**src/rtl/dm_pkg.sv**
```systemverilog
// Shared definitions for the DMI debug module: register addresses, abstract
// command error codes, FSM state types and constant status fields.
package dm_pkg;

  localparam logic [6:0] AddrData0      = 7'h04;
  localparam logic [6:0] AddrData1      = 7'h05;
  localparam logic [6:0] AddrDmcontrol  = 7'h10;
  localparam logic [6:0] AddrDmstatus   = 7'h11;
  localparam logic [6:0] AddrHartinfo   = 7'h12;
  localparam logic [6:0] AddrAbstractcs = 7'h16;
  localparam logic [6:0] AddrCommand    = 7'h17;

  typedef enum logic [2:0] {
    CmdErrNone       = 3'd0,
    CmdErrBusy       = 3'd1,
    CmdErrNotSup     = 3'd2,
    CmdErrExc        = 3'd3,
    CmdErrHaltResume = 3'd4
  } cmderr_e;

  typedef enum logic [1:0] {AbsIdle, AbsReq, AbsWait} abs_state_e;
  typedef enum logic {ResIdle, ResReq} res_state_e;

  localparam logic [3:0] DmVersion   = 4'd2;
  localparam logic [3:0] DataCount   = 4'd2;
  localparam logic [4:0] ProgBufSize = 5'd0;

  // Only 32- and 64-bit register accesses are supported.
  function automatic logic aarsize_ok(input logic [2:0] size);
    return (size == 3'd2) || (size == 3'd3);
  endfunction

endpackage

```
**src/rtl/dmi_debug_module_if.sv**
```systemverilog
// DMI request/response link between the JTAG DTM (master) and the DM (slave).
interface dmi_debug_module_if;
  logic        dmi_req_valid;
  logic        dmi_req_ready;
  logic [6:0]  dmi_req_addr;
  logic        dmi_req_op;
  logic [31:0] dmi_req_data;
  logic        dmi_resp_valid;
  logic [31:0] dmi_resp_data;
  logic        dmi_resp_err;

  modport master (
    output dmi_req_valid, dmi_req_addr, dmi_req_op, dmi_req_data,
    input  dmi_req_ready, dmi_resp_valid, dmi_resp_data, dmi_resp_err
  );

  modport slave (
    input  dmi_req_valid, dmi_req_addr, dmi_req_op, dmi_req_data,
    output dmi_req_ready, dmi_resp_valid, dmi_resp_data, dmi_resp_err
  );
endinterface

```
**src/rtl/dm_abstract_cmd.sv**
```systemverilog
// Access Register abstract command engine: decodes a command word, reports
// errors and runs the request/response handshake on the hart register port.
module dm_abstract_cmd
  import dm_pkg::*;
#(
  parameter int unsigned XLEN = 64
) (
  input  logic            clk_i,
  input  logic            rstn_i,
  input  logic            clr_i,
  input  logic            cmd_we_i,
  input  logic [31:0]     cmd_i,
  input  logic            halted_i,
  input  logic [31:0]     data0_i,
  input  logic [31:0]     data1_i,
  output logic            busy_o,
  output logic            err_set_o,
  output cmderr_e         err_code_o,
  output logic            data0_we_o,
  output logic            data1_we_o,
  output logic [XLEN-1:0] rdata_o,
  output logic            hart_reg_req_valid_o,
  input  logic            hart_reg_req_ready_i,
  output logic            hart_reg_write_o,
  output logic [15:0]     hart_reg_addr_o,
  output logic [XLEN-1:0] hart_reg_wdata_o,
  input  logic            hart_reg_rvalid_i,
  input  logic [XLEN-1:0] hart_reg_rdata_i,
  input  logic            hart_reg_err_i
);

  abs_state_e  state_q, state_d;
  logic [15:0] regno_q, regno_d;
  logic        write_q, write_d;
  logic        size64_q, size64_d;

  logic unused_cmd;
  assign unused_cmd = ^{cmd_i[23], cmd_i[19:18]};

  // Next-state, error reporting and hart handshake
  always_comb begin
    state_d              = state_q;
    regno_d              = regno_q;
    write_d              = write_q;
    size64_d             = size64_q;
    err_set_o            = 1'b0;
    err_code_o           = CmdErrNone;
    data0_we_o           = 1'b0;
    data1_we_o           = 1'b0;
    hart_reg_req_valid_o = 1'b0;
    if (clr_i) begin
      // Abort drops the request in the same cycle; late responses land in idle.
      state_d = AbsIdle;
    end else begin
      unique case (state_q)
        AbsIdle: begin
          if (cmd_we_i) begin
            if ((cmd_i[31:24] != 8'd0) || !aarsize_ok(cmd_i[22:20])) begin
              err_set_o  = 1'b1;
              err_code_o = CmdErrNotSup;
            end else if (!cmd_i[17]) begin
              // No transfer requested: nothing to do.
            end else if (!halted_i) begin
              err_set_o  = 1'b1;
              err_code_o = CmdErrHaltResume;
            end else begin
              state_d  = AbsReq;
              regno_d  = cmd_i[15:0];
              write_d  = cmd_i[16];
              size64_d = (cmd_i[22:20] == 3'd3);
            end
          end
        end
        AbsReq: begin
          hart_reg_req_valid_o = 1'b1;
          if (hart_reg_req_ready_i) state_d = AbsWait;
        end
        AbsWait: begin
          if (hart_reg_rvalid_i) begin
            if (hart_reg_err_i) begin
              err_set_o  = 1'b1;
              err_code_o = CmdErrExc;
            end else if (!write_q) begin
              data0_we_o = 1'b1;
              data1_we_o = size64_q;
            end
            state_d = AbsIdle;
          end
        end
        default: state_d = AbsIdle;
      endcase
    end
  end

  // Command state registers
  always_ff @(posedge clk_i or negedge rstn_i) begin
    if (!rstn_i) begin
      state_q  <= AbsIdle;
      regno_q  <= '0;
      write_q  <= 1'b0;
      size64_q <= 1'b0;
    end else begin
      state_q  <= state_d;
      regno_q  <= regno_d;
      write_q  <= write_d;
      size64_q <= size64_d;
    end
  end

  assign busy_o           = (state_q != AbsIdle);
  assign rdata_o          = hart_reg_rdata_i;
  assign hart_reg_write_o = write_q;
  assign hart_reg_addr_o  = regno_q;
  assign hart_reg_wdata_o = size64_q ? {data1_i, data0_i} : {{(XLEN-32){1'b0}}, data0_i};

endmodule

```
**src/rtl/dmi_debug_module.sv**
```systemverilog
// RISC-V 0.13 Debug Module DMI responder for a single RV64 hart: register
// file, halt/resume/ndmreset control and abstract command front end.
module dmi_debug_module
  import dm_pkg::*;
#(
  parameter logic [31:0] HARTINFO_VAL = 32'h0,
  parameter int unsigned XLEN         = 64
) (
  input  logic               clk_i,
  input  logic               rstn_i,
  input  logic               dmi_rstn_i,
  dmi_debug_module_if.slave  dmi,
  output logic               hart_haltreq_o,
  output logic               hart_resumereq_o,
  output logic               hart_ndmreset_o,
  input  logic               hart_halted_i,
  input  logic               hart_running_i,
  output logic               hart_reg_req_valid_o,
  input  logic               hart_reg_req_ready_i,
  output logic               hart_reg_write_o,
  output logic [15:0]        hart_reg_addr_o,
  output logic [XLEN-1:0]    hart_reg_wdata_o,
  input  logic               hart_reg_rvalid_i,
  input  logic [XLEN-1:0]    hart_reg_rdata_i,
  input  logic               hart_reg_err_i
);

  logic [31:0] data0_q, data0_d, data1_q, data1_d;
  logic        haltreq_q, haltreq_d, ndmreset_q, ndmreset_d, dmactive_q, dmactive_d;
  logic        resumeack_q, resumeack_d;
  logic [2:0]  cmderr_q, cmderr_d;
  res_state_e  res_state_q, res_state_d;
  logic        resp_valid_q, resp_valid_d;
  logic [31:0] resp_data_q, resp_data_d;

  logic            clr, acc, wr, rd, busy, busy_hit, cmd_we;
  logic [6:0]      addr;
  logic [31:0]     wdata, rdata;
  logic            abs_err_set, data0_we, data1_we;
  cmderr_e         abs_err_code;
  logic [XLEN-1:0] abs_rdata;

  assign clr   = !dmactive_q || !dmi_rstn_i;
  assign addr  = dmi.dmi_req_addr;
  assign wdata = dmi.dmi_req_data;
  assign acc   = dmi.dmi_req_valid && dmi.dmi_req_ready;
  assign wr    = acc && dmi.dmi_req_op;
  assign rd    = acc && !dmi.dmi_req_op;

  // Abstract-state accesses while a command is in flight are refused.
  assign busy_hit = busy && ((wr && (addr == AddrData0 || addr == AddrData1 ||
                                     addr == AddrAbstractcs || addr == AddrCommand)) ||
                             (rd && (addr == AddrData0 || addr == AddrData1)));
  assign cmd_we   = wr && (addr == AddrCommand) && !busy && (cmderr_q == CmdErrNone) && !clr;

  dm_abstract_cmd #(
    .XLEN (XLEN)
  ) u_abstract_cmd (
    .clk_i                (clk_i),
    .rstn_i               (rstn_i),
    .clr_i                (clr),
    .cmd_we_i             (cmd_we),
    .cmd_i                (wdata),
    .halted_i             (hart_halted_i),
    .data0_i              (data0_q),
    .data1_i              (data1_q),
    .busy_o               (busy),
    .err_set_o            (abs_err_set),
    .err_code_o           (abs_err_code),
    .data0_we_o           (data0_we),
    .data1_we_o           (data1_we),
    .rdata_o              (abs_rdata),
    .hart_reg_req_valid_o (hart_reg_req_valid_o),
    .hart_reg_req_ready_i (hart_reg_req_ready_i),
    .hart_reg_write_o     (hart_reg_write_o),
    .hart_reg_addr_o      (hart_reg_addr_o),
    .hart_reg_wdata_o     (hart_reg_wdata_o),
    .hart_reg_rvalid_i    (hart_reg_rvalid_i),
    .hart_reg_rdata_i     (hart_reg_rdata_i),
    .hart_reg_err_i       (hart_reg_err_i)
  );

  // Read mux over the pre-update register state
  always_comb begin
    rdata = '0;
    if (rd) begin
      unique case (addr)
        AddrData0:      rdata = busy ? '0 : data0_q;
        AddrData1:      rdata = busy ? '0 : data1_q;
        AddrDmcontrol:  rdata = {haltreq_q, 1'b0, 28'd0, ndmreset_q, dmactive_q};
        AddrDmstatus:   rdata = {14'd0, resumeack_q, resumeack_q, 4'd0,
                                 hart_running_i, hart_running_i, hart_halted_i, hart_halted_i,
                                 1'b1, 3'd0, DmVersion};
        AddrHartinfo:   rdata = HARTINFO_VAL;
        AddrAbstractcs: rdata = {3'd0, ProgBufSize, 11'd0, busy, 1'b0, cmderr_q, 4'd0, DataCount};
        default:        rdata = '0;
      endcase
    end
  end

  // Register file, cmderr and resume FSM next state
  always_comb begin
    data0_d      = data0_q;
    data1_d      = data1_q;
    haltreq_d    = haltreq_q;
    ndmreset_d   = ndmreset_q;
    dmactive_d   = dmactive_q;
    resumeack_d  = resumeack_q;
    cmderr_d     = cmderr_q;
    res_state_d  = res_state_q;
    resp_valid_d = acc;
    resp_data_d  = rdata;

    if (!dmi_rstn_i) dmactive_d = 1'b0;
    else if (wr && addr == AddrDmcontrol) dmactive_d = wdata[0];

    if (clr) begin
      data0_d     = '0;
      data1_d     = '0;
      haltreq_d   = 1'b0;
      ndmreset_d  = 1'b0;
      resumeack_d = 1'b0;
      cmderr_d    = CmdErrNone;
      res_state_d = ResIdle;
    end else begin
      if (wr && addr == AddrDmcontrol) begin
        haltreq_d  = wdata[31];
        ndmreset_d = wdata[1];
      end
      if (wr && !busy) begin
        if (addr == AddrData0) data0_d = wdata;
        if (addr == AddrData1) data1_d = wdata;
        if (addr == AddrAbstractcs) cmderr_d = cmderr_q & ~wdata[10:8];
      end
      if (busy_hit && cmderr_q == CmdErrNone) cmderr_d = CmdErrBusy;
      if (abs_err_set) cmderr_d = abs_err_code;
      if (data0_we) data0_d = abs_rdata[31:0];
      if (data1_we) data1_d = abs_rdata[63:32];

      if (res_state_q == ResReq && hart_running_i && !hart_halted_i) begin
        resumeack_d = 1'b1;
        res_state_d = ResIdle;
      end
      // A resume request alongside a halt request is dropped.
      if (wr && addr == AddrDmcontrol && wdata[30] && !wdata[31]) begin
        resumeack_d = 1'b0;
        res_state_d = ResReq;
      end
    end
  end

  // State registers
  always_ff @(posedge clk_i or negedge rstn_i) begin
    if (!rstn_i) begin
      data0_q      <= '0;
      data1_q      <= '0;
      haltreq_q    <= 1'b0;
      ndmreset_q   <= 1'b0;
      dmactive_q   <= 1'b0;
      resumeack_q  <= 1'b0;
      cmderr_q     <= CmdErrNone;
      res_state_q  <= ResIdle;
      resp_valid_q <= 1'b0;
      resp_data_q  <= '0;
    end else begin
      data0_q      <= data0_d;
      data1_q      <= data1_d;
      haltreq_q    <= haltreq_d;
      ndmreset_q   <= ndmreset_d;
      dmactive_q   <= dmactive_d;
      resumeack_q  <= resumeack_d;
      cmderr_q     <= cmderr_d;
      res_state_q  <= res_state_d;
      resp_valid_q <= resp_valid_d;
      resp_data_q  <= resp_data_d;
    end
  end

  assign dmi.dmi_req_ready  = !resp_valid_q;
  assign dmi.dmi_resp_valid = resp_valid_q;
  assign dmi.dmi_resp_data  = resp_data_q;
  assign dmi.dmi_resp_err   = 1'b0;

  assign hart_haltreq_o   = haltreq_q && dmactive_q;
  assign hart_resumereq_o = (res_state_q == ResReq);
  assign hart_ndmreset_o  = ndmreset_q;

endmodule

```
**src/flat_wrapper.sv**
```systemverilog
// flat-port wrapper written by rule: the top's interface ports become plain ports
module dmi_debug_module_flat import dm_pkg::*;
#(
  parameter logic [31:0] HARTINFO_VAL = 32'h0,
  parameter int unsigned XLEN         = 64
)
  (clk_i, rstn_i, dmi_rstn_i, hart_haltreq_o, hart_resumereq_o, hart_ndmreset_o, hart_halted_i, hart_running_i, hart_reg_req_valid_o, hart_reg_req_ready_i, hart_reg_write_o, hart_reg_addr_o, hart_reg_wdata_o, hart_reg_rvalid_i, hart_reg_rdata_i, hart_reg_err_i, dmi_dmi_req_valid, dmi_dmi_req_addr, dmi_dmi_req_op, dmi_dmi_req_data, dmi_dmi_req_ready, dmi_dmi_resp_valid, dmi_dmi_resp_data, dmi_dmi_resp_err);
  dmi_debug_module_if dmi_i ();
  input  logic clk_i;
  input  logic rstn_i;
  input  logic dmi_rstn_i;
  output logic hart_haltreq_o;
  output logic hart_resumereq_o;
  output logic hart_ndmreset_o;
  input  logic hart_halted_i;
  input  logic hart_running_i;
  output logic hart_reg_req_valid_o;
  input  logic hart_reg_req_ready_i;
  output logic hart_reg_write_o;
  output logic [15:0] hart_reg_addr_o;
  output logic [XLEN-1:0] hart_reg_wdata_o;
  input  logic hart_reg_rvalid_i;
  input  logic [XLEN-1:0] hart_reg_rdata_i;
  input  logic hart_reg_err_i;
  input wire logic [$bits(dmi_i.dmi_req_valid)-1:0] dmi_dmi_req_valid;
  input wire logic [$bits(dmi_i.dmi_req_addr)-1:0] dmi_dmi_req_addr;
  input wire logic [$bits(dmi_i.dmi_req_op)-1:0] dmi_dmi_req_op;
  input wire logic [$bits(dmi_i.dmi_req_data)-1:0] dmi_dmi_req_data;
  output wire logic [$bits(dmi_i.dmi_req_ready)-1:0] dmi_dmi_req_ready;
  output wire logic [$bits(dmi_i.dmi_resp_valid)-1:0] dmi_dmi_resp_valid;
  output wire logic [$bits(dmi_i.dmi_resp_data)-1:0] dmi_dmi_resp_data;
  output wire logic [$bits(dmi_i.dmi_resp_err)-1:0] dmi_dmi_resp_err;
  assign dmi_i.dmi_req_valid = dmi_dmi_req_valid;
  assign dmi_i.dmi_req_addr = dmi_dmi_req_addr;
  assign dmi_i.dmi_req_op = dmi_dmi_req_op;
  assign dmi_i.dmi_req_data = dmi_dmi_req_data;
  assign dmi_dmi_req_ready = dmi_i.dmi_req_ready;
  assign dmi_dmi_resp_valid = dmi_i.dmi_resp_valid;
  assign dmi_dmi_resp_data = dmi_i.dmi_resp_data;
  assign dmi_dmi_resp_err = dmi_i.dmi_resp_err;
  dmi_debug_module #(.HARTINFO_VAL(HARTINFO_VAL), .XLEN(XLEN)) u_core (.clk_i(clk_i), .rstn_i(rstn_i), .dmi_rstn_i(dmi_rstn_i), .dmi(dmi_i), .hart_haltreq_o(hart_haltreq_o), .hart_resumereq_o(hart_resumereq_o), .hart_ndmreset_o(hart_ndmreset_o), .hart_halted_i(hart_halted_i), .hart_running_i(hart_running_i), .hart_reg_req_valid_o(hart_reg_req_valid_o), .hart_reg_req_ready_i(hart_reg_req_ready_i), .hart_reg_write_o(hart_reg_write_o), .hart_reg_addr_o(hart_reg_addr_o), .hart_reg_wdata_o(hart_reg_wdata_o), .hart_reg_rvalid_i(hart_reg_rvalid_i), .hart_reg_rdata_i(hart_reg_rdata_i), .hart_reg_err_i(hart_reg_err_i));
endmodule
```
**config.mk**
```make
export PLATFORM = sky130hd
export DESIGN_NAME = dmi_debug_module_flat
export DESIGN_NICKNAME = d
export VERILOG_FILES = /design/src/rtl/dm_pkg.sv /design/src/rtl/dmi_debug_module_if.sv /design/src/rtl/dm_abstract_cmd.sv /design/src/rtl/dmi_debug_module.sv /design/src/flat_wrapper.sv
export SDC_FILE = /design/constraint.sdc
export NUM_CORES = 1
export LEC_CHECK = 0
export ABC_AREA = 0
export CAP_MARGIN = 20
export CORE_UTILIZATION = 50
export DETAILED_ROUTE_END_ITERATION = 8
export PLACE_DENSITY = 0.86
export RECOVER_POWER = 50
export SLEW_MARGIN = 20
export SYNTH_ARGS = -nofsm -noshare
export SYNTH_HDL_FRONTEND = slang
export SYNTH_HIERARCHICAL = 1
export SYNTH_SLANG_ARGS = --single-unit
export TNS_END_PERCENT = 5
```
**constraint.sdc**
```tcl
create_clock -name clk_i -period 7.6 [get_ports clk_i]
set_clock_uncertainty 0.15 [all_clocks]
set_input_delay 0.76 -clock clk_i [delete_from_list [all_inputs] [get_ports clk_i]]
set_output_delay 0.76 -clock clk_i [all_outputs]
set_load 0.05 [all_outputs]
```
==> results of run 1 <==
## registers in the layout, indices dropped and copies added, names as in the netlist
register,cells
u_core/resumeack_q,1
u_core/dmi.dmi_resp_valid,1
u_core/dmi.dmi_resp_data,32
u_core/u_abstract_cmd/size64_q,1
u_core/haltreq_q,1
u_core/cmderr_q,3
u_core/dmactive_q,1
u_core/hart_ndmreset_o,1
u_core/u_abstract_cmd/hart_reg_write_o,1
u_core/hart_resumereq_o,1
u_core/u_abstract_cmd/hart_reg_addr_o,16
u_core/u_abstract_cmd/state_q,2
u_core/data1_q,32
u_core/data0_q,32
## through the flow
step	hold slack, ns	area (sq um)
final	0.354	9350
after global routing	0.367	9350
after CTS	0.172	9350
after detailed placement	0.346	8700
after global placement	0.338	8670
after floorplan	0.314	7010
## cell families (layout without fill, tap and decap cells)
group | Yosys count | count (layout)
and+or+nand+nor | 157 | 157
buffers and inverters | 144 | 283
DFF | 125 | 125
muxes | 112 | 112
AOI/OAI and AO/OA | 104 | 104
other | 1 | 1
## cells in the mapped netlist, types with 3 or more instances
cell	count
a21o_1	32
a21oi_1	14
a22o_1	32
a22oi_1	3
a31oi_1	4
and2_1	35
buf_1	3
buf_2	13
buf_4	97
buf_6	4
clkbuf_1	13
dfrtp_1	125
inv_1	12
mux2_1	6
mux2_2	42
mux2_4	9
mux2i_1	55
nand2_1	17
nand3_1	5
nand3b_1	3
nand4b_1	3
nor2_1	60
o21ai_0	7
## final cells by class
| cell class | count | area, sq um |
|---|---|---|
| fillers | 988 | 4110 |
| flip-flops and latches | 125 | 3130 |
| multi-input cells | 374 | 2910 |
| repair buffers | 239 | 2390 |
| clock buffers | 23 | 488 |
| well taps | 176 | 220 |
| clock inverters | 9 | 158 |
| inverters | 12 | 45.0 |
## path summary, 6_finish.rpt
| kind | start | end | slack, ns | cells past startpoint |
|---|---|---|---|---|
| max | dmi_rstn_i | u_core/data1_q[21] | 2.42 | 9 |
| min | u_core/u_abstract_cmd/hart_reg_addr_o[4] | u_core/u_abstract_cmd/hart_reg_addr_o[4] | 0.35 | 1 |
| max reg2reg | u_core/dmactive_q | u_core/data1_q[21] | 2.92 | 8 |
| min reg2reg | u_core/u_abstract_cmd/hart_reg_addr_o[4] | u_core/u_abstract_cmd/hart_reg_addr_o[4] | 0.35 | 1 |
| max in group asynchronous | rstn_i | u_core/data0_q[18] | 3.03 | 2 |
| min in group asynchronous | rstn_i | u_core/dmi.dmi_resp_data[30] | 1.28 | 1 |
## report_power, final
group / internal [mW] / switching [mW] / total [mW]
clock: 0.584 / 0.294 / 0.878
combinational: 0.0623 / 0.0529 / 0.115
sequential: 0.667 / 0.000904 / 0.668
## metal layers
metal | GRT usage (%) | up-vias | wire [microns]
li1 | - | 2400 | -
met1 | 34.6 | 2620 | 7950
met2 | 47.3 | 220 | 10000
met3 | 6.56 | 39 | 1270
met4 | 12.3 | 0 | 473
met5 | 0 | - | 0
## worst max-delay path, cell delays in order
cell,delay [ns]
dlygate4sd3_1,0.63
nand2_1,0.96
and4bb_2,0.63
nor3b_1,0.26
and2_2,0.95
nor2_1,0.20
o21ai_4,0.34
buf_16,0.24
mux2_2,0.35
==> impl_metrics.csv, run 1 <==
group,metric,value,unit
status,status,"finished with violations",
status,violations,"capacitance limit, slew limit",
cells_and_area,finalNetCount,882,
min_path,min_path_type,"reg -> reg",
route,routed_via_density,5.51,
synthesis,synth.largest_area_cell,"dfrtp_1",
floorplan,die_w,120,microns
route,drcViolationCount,0,
sta,worst_pin_slew,3.28,ns
sta,slew_headroom,-119,%
synthesis,synth_cells,643,
route,antenna_left,0,
cells_and_area,layout_common_cells,"180 x clkdlybuf4s50_1, 125 x dfrtp_1, 60 x nor2_1",
sta,min_period,5.18,ns
synthesis,synth_top_family_by_area,"multiplexers",
cts,cts_htree_levels,4,
cells_and_area,drive_above_1_share,13.6,%
cts,postCtsSetupRepairBufs,0,
sta,final.period_utilization,68.2,%
power_and_ir_drop,leakage,4.47,nW
cts,tritoncts,"built",
synthesis,synth.distinct_cells,61,
floorplan,die-area,0.0145,sq mm
cells_and_area,stdcell_count,958,
global_routing,grt_pass1_vias,5609,
placement,portBuffers,231,
synthesis,synth_fa_ha_area_share,0,%
cells_and_area,areaGrowthSynthToFinish,33.4,%
synthesis,ys.flop_type,"dfrtp_1",
cts,clkLatencyLatePin,0.42,ns
cts,cts.path.max_buffers,2,
floorplan,start_util,52.1,%
sta,setup_violations,0,
setup_path,critPathKind,"in -> reg",
synthesis,synth_area,0.00701,sq mm
synthesis,yosys_warnings,6,
power_and_ir_drop,peakVddDrop,0.134,mV
sta,report.final.slew_viol_count,175,
cells_and_area,antenna_cells,0,
cts,clkSinkCount,125,
job,drv_cap,3,
synthesis,async_flop_share,100,%
floorplan,io_pins,233,
global_routing,grt_antenna_before_repair,0,
synthesis,synth_compound_area_share,11.3,%
setup_path,cp.arrival,5.34,ns
placement,detailed_place_hpwl,13.4,mm
cells_and_area,final_common_cell,"clkdlybuf4s50_1",
cts,cts_buffers,17,
synthesis,ys_seq_elements,125,
cells_and_area,fin_util,69.5,%
sta,fmax,193,MHz
synthesis,ys_top_cells_by_area,"dfrtp_1 45%, buf_4 10%, mux2i_1 7.9%, mux2_2 6.7%, a22o_1 4.0%",
global_routing,grt_overflow_total,0,
sta,timing.final.ws_setup,2.42,ns
global_routing,grtUsageTotal,28.2,%
sta,rsz0062_at_grt,"false",
route,vias,5279,
synthesis,syn_avg_cell_area,10.9,sq um
setup_path,crit_required,7.75,ns
power_and_ir_drop,finalPower,1.66,mW
setup_path,crit_fanout,46,
placement,dpl_worst_slack,2.54,ns
route,drt_iter0_markers,293,
placement,place_congestion,0.853,
cts,cts_root_buf,"clkbuf_16",
cts,cts-hold-fix-buffers,0,
route,finalWirelength,19.7,mm
floorplan,coreArea,0.0135,sq mm
cts,cts.repair.resized,0,
route,wire_per_inst,20.6,microns
global_routing,grt_max_degree,65,
sta,finalSetupTns,0,ns
setup_path,start_kind,"input port",
floorplan,die_height,120,microns
synthesis,yosys.area.top_type_share,44.6,%
floorplan,rows,42,
cts,cts.clk_slew.worst_paths,0.05,ns
synthesis,synth_xor_xnor_area_share,0,%
sta,hold_viol_final,0,
setup_path,end_kind,"flop",
synthesis,yosysSeqAreaShare,44.6,%
global_routing,grt_first_pass_wirelength,30.5,mm
synthesis,syn_nets,756,
synthesis,yosys.area_share.simple,12.7,%
power_and_ir_drop,power_density,178,mW/mm^2
route,dr.pass1.iters,4,
placement,placed_cells,925,
synthesis,synthMuxAreaShare,17.5,%
synthesis,synth_edf_count,0,
Note: power is estimated with default switching activity, not from simulation.
==> run 2, diff against run 1 <==
--- a/config.mk
+++ b/config.mk
@@ -7,9 +7,9 @@
 export LEC_CHECK = 0
 export ABC_AREA = 0
 export CAP_MARGIN = 20
-export CORE_UTILIZATION = 50
+export CORE_UTILIZATION = 47
 export DETAILED_ROUTE_END_ITERATION = 8
-export PLACE_DENSITY = 0.86
+export PLACE_DENSITY = 0.82
 export RECOVER_POWER = 50
 export SLEW_MARGIN = 20
 export SYNTH_ARGS = -nofsm -noshare
==> constraint.sdc (replaced) <==
create_clock -name clk_i -period 5 [get_ports clk_i]
set_clock_uncertainty 0.15 [all_clocks]
set_input_delay 0.5 -clock clk_i [delete_from_list [all_inputs] [get_ports clk_i]]
set_output_delay 0.5 -clock clk_i [all_outputs]
set_load 0.05 [all_outputs]
==> impl_metrics.csv, run 2 (synthesis results as in run 1) <==
group,metric,value,unit
status,status,"complete, no violations",
floorplan,die_w,124,microns
route,routed_via_density,5.55,
route,vias,5368,
cts,clkSinkCount,125,
cells_and_area,fill_cells,1168,
placement,dpl_worst_slack,0.985,ns
route,drt_iter0_markers,279,
sta,report.final.slew_viol_count,0,
power_and_ir_drop,peakVddDrop,0.220,mV
route,antenna_left,0,
power_and_ir_drop,p_seq_share,41.3,%
setup_path,rr_startpoint,"u_core/u_abstract_cmd/state_q[1]",
placement,placed_cells,934,
placement,detailed_place_hpwl,13.9,mm
cts,cts_root_buf,"clkbuf_16",
sta,timing.final.ws_setup,1.37,ns
cells_and_area,finalNetCount,883,
sta,slew_headroom,27.4,%
setup_path,end_kind,"flop",
setup_path,r2r_cells,7,
cells_and_area,areaGrowthSynthToFinish,32.9,%
sta,hold_viol_final,0,
route,drcViolationCount,0,
sta,timing.hold.ws,0.350,ns
sta,finalSetupTns,0,ns
power_and_ir_drop,netSwitchingFraction,21.4,%
sta,final.period_utilization,72.7,%
cells_and_area,drive_above_1_share,13.9,%
sta,rsz0062_at_grt,"false",
placement,dpl_cell_area,0.00870,sq mm
cells_and_area,final_common_cell,"clkdlybuf4s50_1",
cells_and_area,layout_common_cells,"178 x clkdlybuf4s50_1, 124 x dfrtp_1, 60 x nor2_1",
cts,cts.path.max_buffers,2,
power_and_ir_drop,p_int,1.93,mW
floorplan,die-area,0.0154,sq mm
route,wire_per_inst,20.9,microns
min_path,hold_depth,1,
power_and_ir_drop,p_sw,0.525,mW
cts,postCtsSetupRepairBufs,0,
sta,fmax,275,MHz
setup_path,crit_required,5.13,ns
cts,cts_buffers,17,
sta,worst_pin_slew,1.08,ns
cts,cts.repair.resized,0,
floorplan,start_util,48.2,%
floorplan,io_pins,233,
setup_path,worst_path_largest_cell_delay,0.61,ns
power_and_ir_drop,combPwrFrac,7.3,%
min_path,holdPathEnd,"u_core/u_abstract_cmd/hart_reg_addr_o[3]",
power_and_ir_drop,finalPower,2.45,mW
placement,portBuffers,231,
cells_and_area,stdcell_count,968,
cts,clkLatencyLatePin,0.40,ns
sta,setup_violations,0,
sta,min_period,3.63,ns
global_routing,grt_max_degree,75,
cts,cts_htree_levels,4,
power_and_ir_drop,power_frac_clock,51.4,%
job,drv_cap,0,
placement,place_congestion,0.869,
power_and_ir_drop,power_density,264,mW/mm^2
floorplan,die_height,124,microns
floorplan,rows,44,
cells_and_area,fin_util,64.1,%
setup_path,critPathKind,"in -> reg",
cts,tritoncts,"built",
min_path,min_from,"u_core/u_abstract_cmd/hart_reg_addr_o[3]",
setup_path,r2r_setup_slack,1.60,ns
setup_path,start_kind,"input port",
cells_and_area,design_area,0.00931,sq mm
setup_path,reg2reg_to,"u_core/u_abstract_cmd/hart_reg_addr_o[2]",
global_routing,grt_first_pass_wirelength,30.3,mm
global_routing,grt_antenna_before_repair,1,
global_routing,grtUsageTotal,26.8,%
setup_path,crit_fanout,32,
setup_path,cpMaxStageDelayCell,"clkdlybuf4s50_1",
setup_path,worstPathCellList,"clkdlybuf4s50_1 -> nand2_1 -> and4bb_2 -> nor3b_1 -> and2_2 -> buf_4 -> mux2i_1 -> nor2_1 -> mux2_1",
min_path,min_path_type,"reg -> reg",
cts,cts-hold-fix-buffers,1,
power_and_ir_drop,leakage,4.46,nW
route,dr.pass1.iters,5,
route,finalWirelength,20.2,mm
floorplan,coreArea,0.0145,sq mm
setup_path,cp.arrival,3.77,ns
global_routing,grt_overflow_total,0,
global_routing,grt_pass1_vias,5516,
cts,cts.clk_slew.worst_paths,0.05,ns
-- run 2: changes by cell type in the layout (fill, tap and decap cells not counted), moves of 2 or more --
cell             change
clkinvlp_4           +2
dlygate4sd3_1        +3
buf_8                -2
clkbuf_1             -2
buf_4                +4
clkinv_4             -2
clkdlybuf4s50_1      -2
clkinv_2             +3
-- run 2: per-layer routing --
layer | wire length [microns] | track usage, %
met1 | 8140 | 34.1
met2 | 9910 | 44.1
met3 | 1350 | 4.81
met4 | 782 | 12.5
met5 | 0 | 0
-- run 2: worst max-delay path by stage --
stage                        start                                  endpoint  slack, ns  cells after the start
6_report                dmi_rstn_i                        u_core/data1_q[17]       1.37                      9
5_1_grt                 dmi_rstn_i                        u_core/data1_q[14]       1.29                      9
2_1_floorplan  dmi_dmi_req_addr[3]  u_core/u_abstract_cmd/hart_reg_addr_o[0]       1.65                     10
4_1_cts        dmi_dmi_req_addr[3]  u_core/u_abstract_cmd/hart_reg_addr_o[2]       1.41                      8
3_5_place_dp   dmi_dmi_req_addr[3]  u_core/u_abstract_cmd/hart_reg_addr_o[2]       0.98                      8
3_3_place_gp   dmi_dmi_req_addr[3]  u_core/u_abstract_cmd/hart_reg_addr_o[2]       1.05                      8
-- run 2: worst max-delay path: cells and delay by family --
kind                   cells  cell delay (ns)
and+or+nand+nor            5             1.50
muxes                      2             0.59
buffers and inverters      2             1.17
-- run 2: layout make-up --
cell class              instances  area, sq um  share of cell area [%]
flip-flops and latches        125         3130                    33.6
multi-input cells             374         2910                    31.3
repair buffers                240         2380                    25.5
clock buffers                  21          470                    5.05
well taps                     184          230                    2.47
clock inverters                11          140                    1.51
inverters                      12         45.0                   0.484
diodes                          1         2.50                  0.0269
-- run 2: power by group through the flow --
stage / logic [mW] / registers [mW] / clock network (mW)
final: 0.178 / 1.01 / 1.26
after global routing: 0.191 / 1.01 / 1.33
after global placement: 0.176 / 1.03 / 0
after floorplan: 0.0725 / 1.04 / 0
after CTS: 0.180 / 1.02 / 1.28
after detailed placement: 0.179 / 1.03 / 0
